## config.mk

```make
export PLATFORM = sky130hd
export DESIGN_NAME = imm_gen_pipe
export DESIGN_NICKNAME = d
export VERILOG_FILES = /design/src/rtl/imm_gen_pipe.sv
export SDC_FILE = /design/constraint.sdc
export NUM_CORES = 1
export LEC_CHECK = 0
export ABC_AREA = 1
export BUFFER_PORTS_ARGS = -buffer_cell sky130_fd_sc_hd__buf_2
export CORE_UTILIZATION = 52
export DETAILED_ROUTE_END_ITERATION = 10
export PLACE_DENSITY = 0.79
export SETUP_SLACK_MARGIN = 0.1
export SYNTH_ARGS = -nofsm -noshare
export SYNTH_HDL_FRONTEND = slang
export SYNTH_SLANG_ARGS = --single-unit
export TNS_END_PERCENT = 30
```

## constraint.sdc

```tcl
create_clock -name i_clk -period 4.6 [get_ports i_clk]
set_clock_uncertainty 0.1 [all_clocks]
set_input_delay 0.46 -clock i_clk [delete_from_list [all_inputs] [get_ports i_clk]]
set_output_delay 0.46 -clock i_clk [all_outputs]
set_load 0.01 [all_outputs]
```

## src/rtl/imm_gen_pipe.sv

```systemverilog
// Pipelined immediate generator: decodes the RV immediate and PC-relative target on the
// input side, then registers the beat through a 2-entry (MAIN + SKID) elastic stage so
// that back-pressure never costs throughput.
module imm_gen_pipe #(
    parameter int unsigned XLEN  = 32,
    parameter int unsigned TAG_W = 8
) (
    input  logic             i_clk,
    input  logic             i_reset,
    input  logic             i_valid,
    output logic             o_ready,
    input  logic [31:0]      i_instr,
    input  logic [XLEN-1:0]  i_pc,
    input  logic [TAG_W-1:0] i_tag,
    output logic             o_valid,
    input  logic             i_ready,
    output logic [XLEN-1:0]  o_imm,
    output logic [2:0]       o_type,
    output logic [XLEN-1:0]  o_target,
    output logic [TAG_W-1:0] o_tag
);

    localparam logic [2:0] TypeNone  = 3'd0;
    localparam logic [2:0] TypeI     = 3'd1;
    localparam logic [2:0] TypeS     = 3'd2;
    localparam logic [2:0] TypeB     = 3'd3;
    localparam logic [2:0] TypeU     = 3'd4;
    localparam logic [2:0] TypeJ     = 3'd5;
    localparam logic [2:0] TypeShamt = 3'd6;

    typedef enum logic [1:0] {
        StEmpty,
        StFull,
        StTwo
    } state_e;

    typedef struct packed {
        logic [TAG_W-1:0] tag;
        logic [XLEN-1:0]  target;
        logic [2:0]       typ;
        logic [XLEN-1:0]  imm;
    } beat_t;

    state_e state_q, state_d;
    beat_t  main_q, main_d;
    beat_t  skid_q, skid_d;
    beat_t  dec;

    logic [6:0] opcode;
    logic [2:0] funct3;
    logic       is_shift;
    logic       use_pc;
    logic       in_fire;
    logic       out_fire;

    assign opcode   = i_instr[6:0];
    assign funct3   = i_instr[14:12];
    assign is_shift = (funct3 == 3'b001) || (funct3 == 3'b101);

    // Decode the incoming instruction into a complete output beat.
    always_comb begin
        dec     = '0;
        use_pc  = 1'b0;
        dec.tag = i_tag;
        unique case (opcode)
            7'b0010011: begin
                if (is_shift) begin
                    dec.typ = TypeShamt;
                    // RV64 shifts use a 6-bit shamt; RV32 only 5 bits.
                    if (XLEN == 64) dec.imm = XLEN'(i_instr[25:20]);
                    else            dec.imm = XLEN'(i_instr[24:20]);
                end else begin
                    dec.typ = TypeI;
                    dec.imm = XLEN'($signed(i_instr[31:20]));
                end
            end
            7'b0000011, 7'b1100111: begin
                // jalr target depends on rs1, which is not visible here.
                dec.typ = TypeI;
                dec.imm = XLEN'($signed(i_instr[31:20]));
            end
            7'b0100011: begin
                dec.typ = TypeS;
                dec.imm = XLEN'($signed({i_instr[31:25], i_instr[11:7]}));
            end
            7'b1100011: begin
                dec.typ = TypeB;
                dec.imm = XLEN'($signed({i_instr[31], i_instr[7], i_instr[30:25],
                                         i_instr[11:8], 1'b0}));
                use_pc  = 1'b1;
            end
            7'b1101111: begin
                dec.typ = TypeJ;
                dec.imm = XLEN'($signed({i_instr[31], i_instr[19:12], i_instr[20],
                                         i_instr[30:21], 1'b0}));
                use_pc  = 1'b1;
            end
            7'b0110111, 7'b0010111: begin
                dec.typ = TypeU;
                dec.imm = XLEN'($signed({i_instr[31:12], 12'b0}));
                use_pc  = (opcode == 7'b0010111);
            end
            7'b0011011: begin
                // OP-IMM-32 exists only on RV64; W-shifts always use a 5-bit shamt.
                if (XLEN == 64) begin
                    if (is_shift) begin
                        dec.typ = TypeShamt;
                        dec.imm = XLEN'(i_instr[24:20]);
                    end else begin
                        dec.typ = TypeI;
                        dec.imm = XLEN'($signed(i_instr[31:20]));
                    end
                end
            end
            default: begin
                dec.typ = TypeNone;
            end
        endcase
        dec.target = use_pc ? (i_pc + dec.imm) : '0;
    end

    assign o_valid  = (state_q != StEmpty);
    assign o_ready  = (state_q != StTwo);
    assign in_fire  = i_valid && o_ready;
    assign out_fire = o_valid && i_ready;

    assign o_imm    = main_q.imm;
    assign o_type   = main_q.typ;
    assign o_target = main_q.target;
    assign o_tag    = main_q.tag;

    // Next-state and storage steering for the MAIN/SKID pair.
    always_comb begin
        state_d = state_q;
        main_d  = main_q;
        skid_d  = skid_q;
        unique case (state_q)
            StEmpty: begin
                if (in_fire) begin
                    main_d  = dec;
                    state_d = StFull;
                end
            end
            StFull: begin
                if (in_fire && out_fire) begin
                    main_d = dec;
                end else if (out_fire) begin
                    state_d = StEmpty;
                end else if (in_fire) begin
                    skid_d  = dec;
                    state_d = StTwo;
                end
            end
            StTwo: begin
                if (out_fire) begin
                    main_d  = skid_q;
                    state_d = StFull;
                end
            end
            default: begin
                state_d = StEmpty;
            end
        endcase
    end

    // State and beat registers; reset discards any held beats.
    always_ff @(posedge i_clk or posedge i_reset) begin
        if (i_reset) begin
            state_q <= StEmpty;
            main_q  <= '0;
            skid_q  <= '0;
        end else begin
            state_q <= state_d;
            main_q  <= main_d;
            skid_q  <= skid_d;
        end
    end

endmodule

```

# After elaboration in Yosys (flattened, before gate mapping)
# Cells that the tools add are included.
# word_totals
mem_bits_ro	0
ramBits	0
mem_count	0
output_inout_bits	77
latchBits	0
reg_bits	152
# classes
reduce_logical	13
div_mod_pow	0
n_mux	15
n_mul	0
n_bitwise	2
shifts	0
n_addsub	1
n_eq_ne	18
n_lt_le_gt_ge	0
# op_table
cell	n
75-bit 2-to-1 mux	3
75-bit one-hot mux with 3 select lines	1
32-bit one-hot mux with 6 select lines	1
35-bit 2-to-1 mux	1
32-bit adder	1
32-bit 2-to-1 mux	1
7-bit equality test (second input constant)	3
3-bit one-hot mux with 6 select lines	1
7-bit by 5-bit equality test with 1-bit output (second input constant)	2
7-bit by 6-bit equality test with 1-bit output (second input constant)	2
4-bit AND reduction	3
2-bit 2-to-1 mux	5
2-bit != test (second input constant)	5
7-bit by 2-bit equality test with 1-bit output (second input constant)	1
2-bit one-hot mux with 3 select lines	1
2-bit OR reduction	3
3-bit by 1-bit equality test with 1-bit output (second input constant)	1
3-bit equality test (second input constant)	1
1-bit logical AND	3
3-bit != test (second input constant)	1
3-bit nonzero test	1
2-bit by 1-bit equality test with 1-bit output (second input constant)	1
2-bit equality test (second input constant)	1
2-bit zero test	1
4 further kinds	5

# Longest topological paths before layout
# Gate-level depths: netlist of the first run.
# logic_depth
word_depth	8
mapped_depth	23
mapped_depth_nobuf	23

# Worst setup path after synthesis of the first run
# Ideal clock, no wire load.
# synth_path
path_type	input port to flip-flop
start	in i_instr[1]
end	reg main_q, in the netlist o_target[8]
arrival_ps	2638
setup_slack_ps	1730
required_time_ps	4368
path_stages	18
setup_ps	132
cell_sequence	nand2_1 nor2_1 nand2_1 nand3_2 nor3_4 buf_6 nor2_1 ha_1 nand2_1 nand2_1 o21bai_1 inv_1 nand2_1 or2_2 nand3_1 nor2_1 a21oi_1 o21ai_1
# synth_lines
element	line_no	text
from (decl)	12	input logic [31:0] i_instr,
to (signal assigned)	174	main_q <= main_d;
to (decl)	45	beat_t main_q, main_d;

==> impl_metrics.tcl, run 1 <==
set metrics [dict create \
    status "completed" \
    critPathRequiredTime_ps 4830 \
    ios 153 \
    dp_hpwl_mm 18.13 \
    overflow 0 \
    maxCapViolCount 0 \
    ant_nets 0 \
    switchingPower_mw 1.338 \
    start_kind "primary input" \
    layout_setup_ws_ps 1165 \
    die_area_mm2 0.01801 \
    yosysTopAreaCell "dfrtp_1" \
    nNetsFinal 1532 \
    wirelength_mm 25.48 \
    cp_max_fo 12 \
    clk_pin_slew_worst_paths_ps 70 \
    min_period_ps 3435 \
    die-height_um 134.2 \
    antenna_found_initial 0 \
    cts_buffers 17 \
    min_period_over_period_pct 74.67 \
    tns_ps 0 \
    netlist_area_mm2 0.009086 \
    yosysSeqAreaShare_pct 41.86 \
    cp-end-kind "flop" \
    final_common_cell "nand2_1" \
    initial_core_util_pct 54.02 \
    drcViolationCount 0 \
    cts.path.max_buffers 2 \
    async_flop_share_pct 100.0 \
    rsz0062_at_grt "false" \
    avgSynthCellArea_um2 6.984 \
    port_buffers 152 \
    vias_per_cell 5.372 \
    wl_per_cell_um 15.38 \
    tritoncts "yes" \
    slew_headroom_pct 37.93 \
    yosys.area.top_type_share_pct 41.86 \
    syn_inst 1301 \
    powerDensity_mw_per_mm2 382.8 \
    cts-root-buf "clkbuf_16" \
    grt_pass1_vias 8329 \
    cp_data_arrival_time_ps 3660 \
    p_leak_nw 5.970 \
    synthTopCellsByArea "dfrtp_1 (42%), nand2_1 (19%), inv_1 (5.7%)" \
    p_comb_share_pct 23.0 \
    hold_viol_final 0 \
    ys_ff_latch 152 \
    syn2layout_area_growth_pct 16.17 \
    hold_buffers 0 \
    vias 8902 \
    ys.flop_type "dfrtp_1" \
    finalPower_mw 4.041 \
    core_mm2 0.01682 \
    fmax_mhz 291.2 \
    p_sw_share_pct 33.12 \
    track_usage_pct 29.34 \
    maxSlewViolCount 0 \
    num_rows 47 \
    place_area_mm2 0.009962 \
    grt_pass1_wl_mm 41.25 \
    post_cts_buffers 0 \
    power.internal_mw 2.702 \
    p_seq_share_pct 41.4 \
    clkPwrFrac_pct 35.6 \
    worstSetupPathType "in -> reg" \
    synthesis.nets 1409 \
    final-setup-viol-count 0 \
    hold_class "in -> reg" \
    ir_drop_mv 0.3021 \
    tightestPinTransition_ps 931.0 \
    gp_congestion 0.9653 \
    ys_warn_count 0 \
    htreeDepth 4 \
    synth_edf_count 0 \
    place_worst_setup_slack_ps 802.6 \
    antenna_cells 0 \
    mostFrequentLayoutCells "nand2_1 (459), buf_2 (152), dfrtp_1 (152)" \
    dr.pass1.iters 5 \
    grt_max_degree 153 \
    clkLatencyLatePin_ps 430 \
    die_w_um 134.2 \
    cts.sinks 152 \
    hold_ws_ps 135.9 \
    drt_iter0_drc 717 \
    drive_gt1_share_pct 15.80 \
    synth_cell_types 38 \
    design_area_mm2 0.01056 \
    cts.repair.resized 0 \
]
==> power by group through the flow <==
| stage | combinational (mW) | clock, mW | sequential, mW |
|---|---|---|---|
| 2_1_floorplan | 0.522 | 0 | 1.75 |
| 5_1_grt | 1.05 | 1.50 | 1.69 |
| 6_report | 0.931 | 1.44 | 1.67 |
| 3_5_place_dp | 0.928 | 0 | 1.69 |
| 3_3_place_gp | 0.910 | 0 | 1.69 |
| 4_1_cts | 0.936 | 1.44 | 1.67 |
==> final cells by class <==
cell class	count	area (um^2)
timing repair buffer	158	818.3
tap	220	275.3
sequential	152	3804
multi-input combinational	952	4524
fill	1560	6264
inverter	143	540.5
clock buffer	18	429.2
clock inverter	14	163.9
==> worst max-delay path: stages <==
cell and delay (ps):
buf_2 90, nand2_1 100, nor2_1 110, nand2_1 400, nand2_1 350, a21oi_1 220, nand2_1 130, ha_1 460
nand2_1 120, nor2_1 220, inv_1 140, nor3_2 110, nand2_1 70, nand2_1 140, nand2_1 110, nand2_1 80
nand2_1 50, nand3_1 90, nand2_1 60, nand2_1 80, nand2_1 50
==> registers in the layout, indices dropped and copies added, names as in the netlist <==
signal    flops
o_imm        32
o_target     32
state_q       2
o_tag         8
skid_q       75
o_type        3
==> layer usage <==
metal	vias up	track usage, %	routed length [um]
met2	326	46.86	11650
met3	59	6.500	1755
met1	4099	39.26	11290
met5	-	0	0
met4	0	10.49	778
li1	4418	-	-
==> synthesized netlist by cell type, types with 7 or more instances <==
| master | instances |
|---|---|
| inv_1 | 137 |
| nor2_1 | 102 |
| o22ai_1 | 8 |
| nand2_1 | 460 |
| buf_2 | 14 |
| nand3_1 | 52 |
| o21ai_0 | 102 |
| a21oi_1 | 102 |
| clkbuf_1 | 29 |
| ha_1 | 31 |
| o21bai_1 | 7 |
| a31oi_1 | 9 |
| o21ai_1 | 22 |
| buf_1 | 8 |
| dfrtp_1 | 152 |
==> metrics by stage <==
stage	instances	utilization, %
final	1657	62.76
after global routing	1657	62.76
after global placement	1625	59.23
after CTS	1657	62.76
after floorplan	1301	-
after detailed placement	1625	59.23
==> worst paths after layout <==
kind	from	to	slack, ps	cells past startpoint
max in group asynchronous	i_reset	o_target[26]	3650	3
setup / recovery	i_instr[1]	o_target[30]	1170	21
min in group asynchronous	i_reset	o_imm[3]	150	3
setup reg to reg	state_q[1]	o_target[19]	2030	9
hold / removal	i_tag[4]	skid_q[71]	140	3
hold reg to reg	o_imm[20]	o_imm[20]	370	2
==> cell families (layout without fill, tap and decap cells) <==
family          after synthesis  in the layout  synth area share [%]
fa+ha+maj                    32             32                 4.489
compound gates              274            274                 16.55
simple gates                646            646                 28.56
flops                       152            152                 41.86
buf+inv                     197            333                 8.538
(Power assumes the default switching activity.)
==> run 2: changes to the inputs <==
Settings changed: CORE_UTILIZATION 52 to 57, PLACE_DENSITY 0.79 to 0.82.
Clock period 4.6 ns to 3.3 ns, I/O delays scaled along.
==> impl_metrics.tcl, run 2 (synthesis gave the netlist of run 1 again) <==
set metrics [dict create \
    path_delay_family "simple AND/OR/NAND/NOR gates" \
    crit_top_cell "nand2_1" \
    worst_path_largest_cell_delay_ps 370 \
    violations "hold timing" \
    die-height_um 128.3 \
    tritoncts "yes" \
    powerDensity_mw_per_mm2 519.5 \
    critPathRequiredTime_ps 3510 \
    gp_congestion 0.9542 \
    maxCapViolCount 0 \
    ant_nets 0 \
    ios 153 \
    vias_per_cell 5.380 \
    clk_pin_slew_worst_paths_ps 70 \
    maxSlewViolCount 0 \
    die_area_mm2 0.01645 \
    cp-end-kind "flop" \
    port_buffers 152 \
    worstSetupPathType "in -> reg" \
    largest_reg_flops 75 \
    dr.pass1.iters 5 \
    initial_core_util_pct 59.11 \
    cts.path.max_buffers 2 \
    drive_gt1_share_pct 17.19 \
    hold_viol_final 6 \
    rsz0062_at_grt "true" \
    grt_max_degree 153 \
    final_common_cell "nand2_1" \
    n_fill_cell 1345 \
    tns_ps 0 \
    grt_pass1_vias 8309 \
    cp_data_arrival_time_ps 3290 \
    slew_headroom_pct 37.86 \
    mostFrequentLayoutCells "nand2_1 (459), buf_2 (152), dfrtp_1 (152)" \
    tightestPinTransition_ps 932.1 \
    fin_util_pct 70.05 \
    drt_iter0_drc 753 \
    top_register "skid_q" \
    syn2layout_area_growth_pct 18.51 \
    htreeDepth 4 \
    drcViolationCount 0 \
    crit_buf_inv 6 \
    final-setup-viol-count 0 \
    path_cells "buf_2 -> inv_2 -> nand2_1 -> nor2_1 -> nand3_1 -> nand3_2 -> nor3_4 -> buf_12 -> nor2_1 -> ha_1 -> nand2_1 -> inv_1 -> a21oi_1 -> nand2_1 -> nand2_1 -> nand2_1 -> o21ai_0 -> buf_4 -> nand2_1 -> inv_1 -> o21ai_0" \
    track_usage_pct 32.02 \
    p_leak_nw 6.106 \
    core_mm2 0.01537 \
    cts_buffers 17 \
    fmax_mhz 325.2 \
    status "finished, violations left" \
    min_period_over_period_pct 93.19 \
    hold_class "in -> async" \
    nNetsFinal 1555 \
    ir_drop_mv 0.3185 \
    dp_hpwl_mm 17.57 \
    wl_per_cell_um 14.87 \
    post_cts_buffers 0 \
    grt_pass1_wl_mm 40.84 \
    clkLatencyLatePin_ps 430 \
    vias 8990 \
    hold_ws_ps -26.38 \
    cts-root-buf "clkbuf_16" \
    die_w_um 128.3 \
    min_period_ps 3075 \
    slowest_stage "ha_1" \
    antenna_found_initial 0 \
    cts.sinks 152 \
    num_rows 45 \
    start_kind "primary input" \
    antenna_cells 0 \
    wirelength_mm 24.85 \
    cp_max_fo 17 \
    overflow 0 \
]
==> run 2: what timing repair did <==
item,4_1_cts,5_1_grt
endpoints found under the setup margin,0,24
gates resized for setup,0,3
hold buffers,2,0
hold endpoints to repair,2,0
==> run 2: power breakdown <==
| part | internal [mW] | total (mW) | switching, mW |
|---|---|---|---|
| registers | 2.17 | 2.33 | 0.160 |
| logic | 0.473 | 1.30 | 0.831 |
| clock network | 1.02 | 1.96 | 0.937 |
==> run 2: routing by layer <==
| metal | vias to the layer above | share of wire [%] | global-route usage, % |
|---|---|---|---|
| met4 | 0 | 3.0 | 11.90 |
| met5 | - | 0 | 0 |
| li1 | 4466 | - | - |
| met2 | 377 | 46 | 52.24 |
| met3 | 52 | 6.6 | 4.758 |
| met1 | 4095 | 44 | 43.26 |
==> run 2: cell type report <==
cell class	count	area, um^2	share of cell area (%)
Inverter	143	540.5	5.020
Timing Repair Buffer	181	1021	9.482
Clock buffer	17	425.4	3.951
Sequential cell	152	3804	35.32
Multi-Input combinational cell	952	4539	42.16
Tap cell	211	264.0	2.452
Clock inverter	15	173.9	1.615
==> run 2: worst reg2reg max path, cell delays in order (launching register included) <==
cell and delay (ps):
dfrtp_1 380, inv_1 160, nor2_4 40, clkinv_1 50, o21ai_0 130, nand2_4 340, buf_4 570, a21oi_1 130
o21ai_1 150, nand2_1 70
==> run 2: final timing paths <==
| path | end | cells past startpoint | slack, ps | from |
|---|---|---|---|---|
| max | o_target[15] | 21 | 220 | i_instr[6] |
| min | o_imm[5] | 3 | -30 | i_reset |
| max reg2reg | o_imm[7] | 9 | 1060 | state_q[1] |
| min reg2reg | o_target[21] | 2 | 380 | o_target[21] |
| max in group asynchronous | skid_q[57] | 3 | 2400 | i_reset |
| min in group i_clk | skid_q[71] | 3 | 10 | i_tag[4] |
==> run 2: stage by stage <==
step | cell area (um^2) | total power, mW | setup slack, ps | cells
2_1_floorplan | 9090 | 3.174 | 559.5 | 1301
3_3_place_gp | 10130 | 3.623 | -61.46 | 1637
3_5_place_dp | 10130 | 3.657 | -128.6 | 1637
4_1_cts | 10750 | 5.622 | 306.3 | 1671
5_1_grt | 10770 | 5.896 | 54.73 | 1671
6_report | 10770 | 5.594 | 224.8 | 1671
==> run 3: changes to the inputs <==
Settings changed: RECOVER_POWER from default to 100.
==> impl_metrics.tcl, run 3 (synthesis gave the netlist of run 1 again) <==
set metrics [dict create \
    top_register "skid_q" \
    place_worst_setup_slack_ps -128.6 \
    initial_core_util_pct 59.11 \
    p_sw_share_pct 34.92 \
    final_common_cell "nand2_1" \
    cts.path.max_buffers 2 \
    antenna_found_initial 0 \
    violations "capacitance limit, slew limit" \
    die_area_mm2 0.01645 \
    cts_buffers 17 \
    fmax_mhz 324.5 \
    slew_headroom_pct -40.76 \
    gp_congestion 0.9542 \
    place_area_mm2 0.01013 \
    dr.pass1.iters 6 \
    wl_per_cell_um 14.93 \
    min_period_over_period_pct 93.38 \
    design_area_mm2 0.01060 \
    hold_ws_ps 9.517 \
    maxSlewViolCount 238 \
    grt_pass1_vias 8309 \
    min_period_ps 3081 \
    worstSetupPathType "in -> reg" \
    slowest_stage "ha_1" \
    cts.sinks 152 \
    drt_iter0_drc 744 \
    ios 153 \
    maxCapViolCount 2 \
    power.internal_mw 3.600 \
    powerDensity_mw_per_mm2 521.8 \
    wirelength_mm 24.95 \
    clk_pin_slew_worst_paths_ps 70 \
    hold_start "i_tag[4]" \
    die_w_um 128.3 \
    drive_gt1_share_pct 11.30 \
    syn2layout_area_growth_pct 16.70 \
    critPathRequiredTime_ps 3510 \
    mostFrequentLayoutCells "nand2_1 (461), dfrtp_1 (152), inv_1 (134)" \
    layout_setup_ws_ps 218.6 \
    die-height_um 128.3 \
    n_fill_cell 1406 \
    crit_top_cell "nand2_1" \
    tightestPinTransition_ps 2111 \
    p_comb_share_pct 22.3 \
    nNetsFinal 1555 \
    crit_buf_inv 6 \
    vias 8997 \
    port_buffers 152 \
    switchingPower_mw 1.932 \
    hold_class "in -> reg" \
    track_usage_pct 32.02 \
    path_delay_family "simple AND/OR/NAND/NOR gates" \
    final-setup-viol-count 0 \
    cts-root-buf "clkbuf_16" \
    p_leak_nw 5.796 \
    ir_drop_mv 0.3179 \
    clkPwrFrac_pct 35.5 \
    drcViolationCount 0 \
    num_rows 45 \
    r2r_start "state_q[1]" \
    cp-end-kind "flop" \
    p_seq_share_pct 42.2 \
    fin_util_pct 68.99 \
    largest_reg_flops 75 \
    htreeDepth 4 \
    path_cells "clkbuf_1 -> inv_2 -> nand2_1 -> nor2_1 -> nand3_1 -> nand3_2 -> nor3_4 -> buf_12 -> nor2_1 -> ha_1 -> nand2_1 -> inv_1 -> a21oi_1 -> nand2_1 -> nand2_1 -> nand2_1 -> o21ai_0 -> buf_4 -> nand2_1 -> inv_1 -> o21ai_0" \
    status "finished, violations left" \
    cp_data_arrival_time_ps 3300 \
    finalPower_mw 5.533 \
    crit_start "i_instr[6]" \
    ant_nets 0 \
    hold_viol_final 0 \
    dp_hpwl_mm 17.57 \
    start_kind "primary input" \
    vias_per_cell 5.384 \
    grt_max_degree 153 \
    grt_pass1_wl_mm 40.84 \
    rsz0062_at_grt "true" \
    clkLatencyLatePin_ps 430 \
    antenna_cells 0 \
    tritoncts "yes" \
    overflow 0 \
    cp_max_fo 17 \
    worst_path_largest_cell_delay_ps 370 \
    core_mm2 0.01537 \
]
-- run 3: cell count changes in the layout (fill, tap and decap cells not counted), sizes merged --
cell | previous run | this run
clkbuf | 17 | 101
buf | 179 | 95
inv | 149 | 148
clkinv | 8 | 9
-- run 3: what timing repair did --
item,in CTS,in global routing
hold endpoints to repair,2,0
hold buffers,2,0
setup buffers,0,0
endpoints found under the setup margin,0,24
gates resized for setup,0,3
-- run 3: final timing paths --
check / slack [ps] / cells past startpoint / to
min in group asynchronous: 500 / 3 / o_imm[5]
max in group asynchronous: 1190 / 3 / o_imm[27]
max reg2reg: 410 / 9 / o_target[10]
min: 10 / 3 / skid_q[71]
min reg2reg: 380 / 2 / o_target[21]
max: 220 / 21 / o_target[15]
-- run 3: tightest hold or removal path, stage by stage --
cell,delay (ps)
buf_2,90
nand2_1,50
nand2_1,50
-- run 3: metal layers --
| layer | up-vias | share of wire, % | global-route usage (%) |
|---|---|---|---|
| li1 | 4472 | - | - |
| met1 | 4124 | 45 | 43.26 |
| met2 | 357 | 46 | 52.24 |
| met3 | 44 | 6.4 | 4.758 |
| met4 | 0 | 2.8 | 11.90 |
| met5 | - | 0 | 0 |
-- run 3: layout make-up --
type / instances / area, um^2 / area share (%)
Timing Repair Buffer: 181 / 887.1 / 8.366
Tap cell: 211 / 264.0 / 2.490
Sequential cell: 152 / 3804 / 35.87
Clock inverter: 15 / 173.9 / 1.640
Inverter: 143 / 540.5 / 5.097
Clock buffer: 17 / 425.4 / 4.012
Multi-Input combinational cell: 952 / 4509 / 42.53
-- run 3: power by group through the flow --
stage | logic [mW] | registers [mW] | clock network, mW
after floorplan | 0.728 | 2.45 | 0
after global placement | 1.27 | 2.35 | 0
after detailed placement | 1.29 | 2.36 | 0
after CTS | 1.31 | 2.33 | 1.98
after global routing | 1.40 | 2.37 | 2.06
final | 1.23 | 2.34 | 1.96
-- run 3: through the flow --
| step | cells | setup TNS (ps) |
|---|---|---|
| floorplan | 1301 | 0 |
| global placement | 1637 | -131.2 |
| detailed placement | 1637 | -563.1 |
| CTS | 1671 | 0 |
| global route | 1671 | 0 |
| finish | 1671 | 0 |
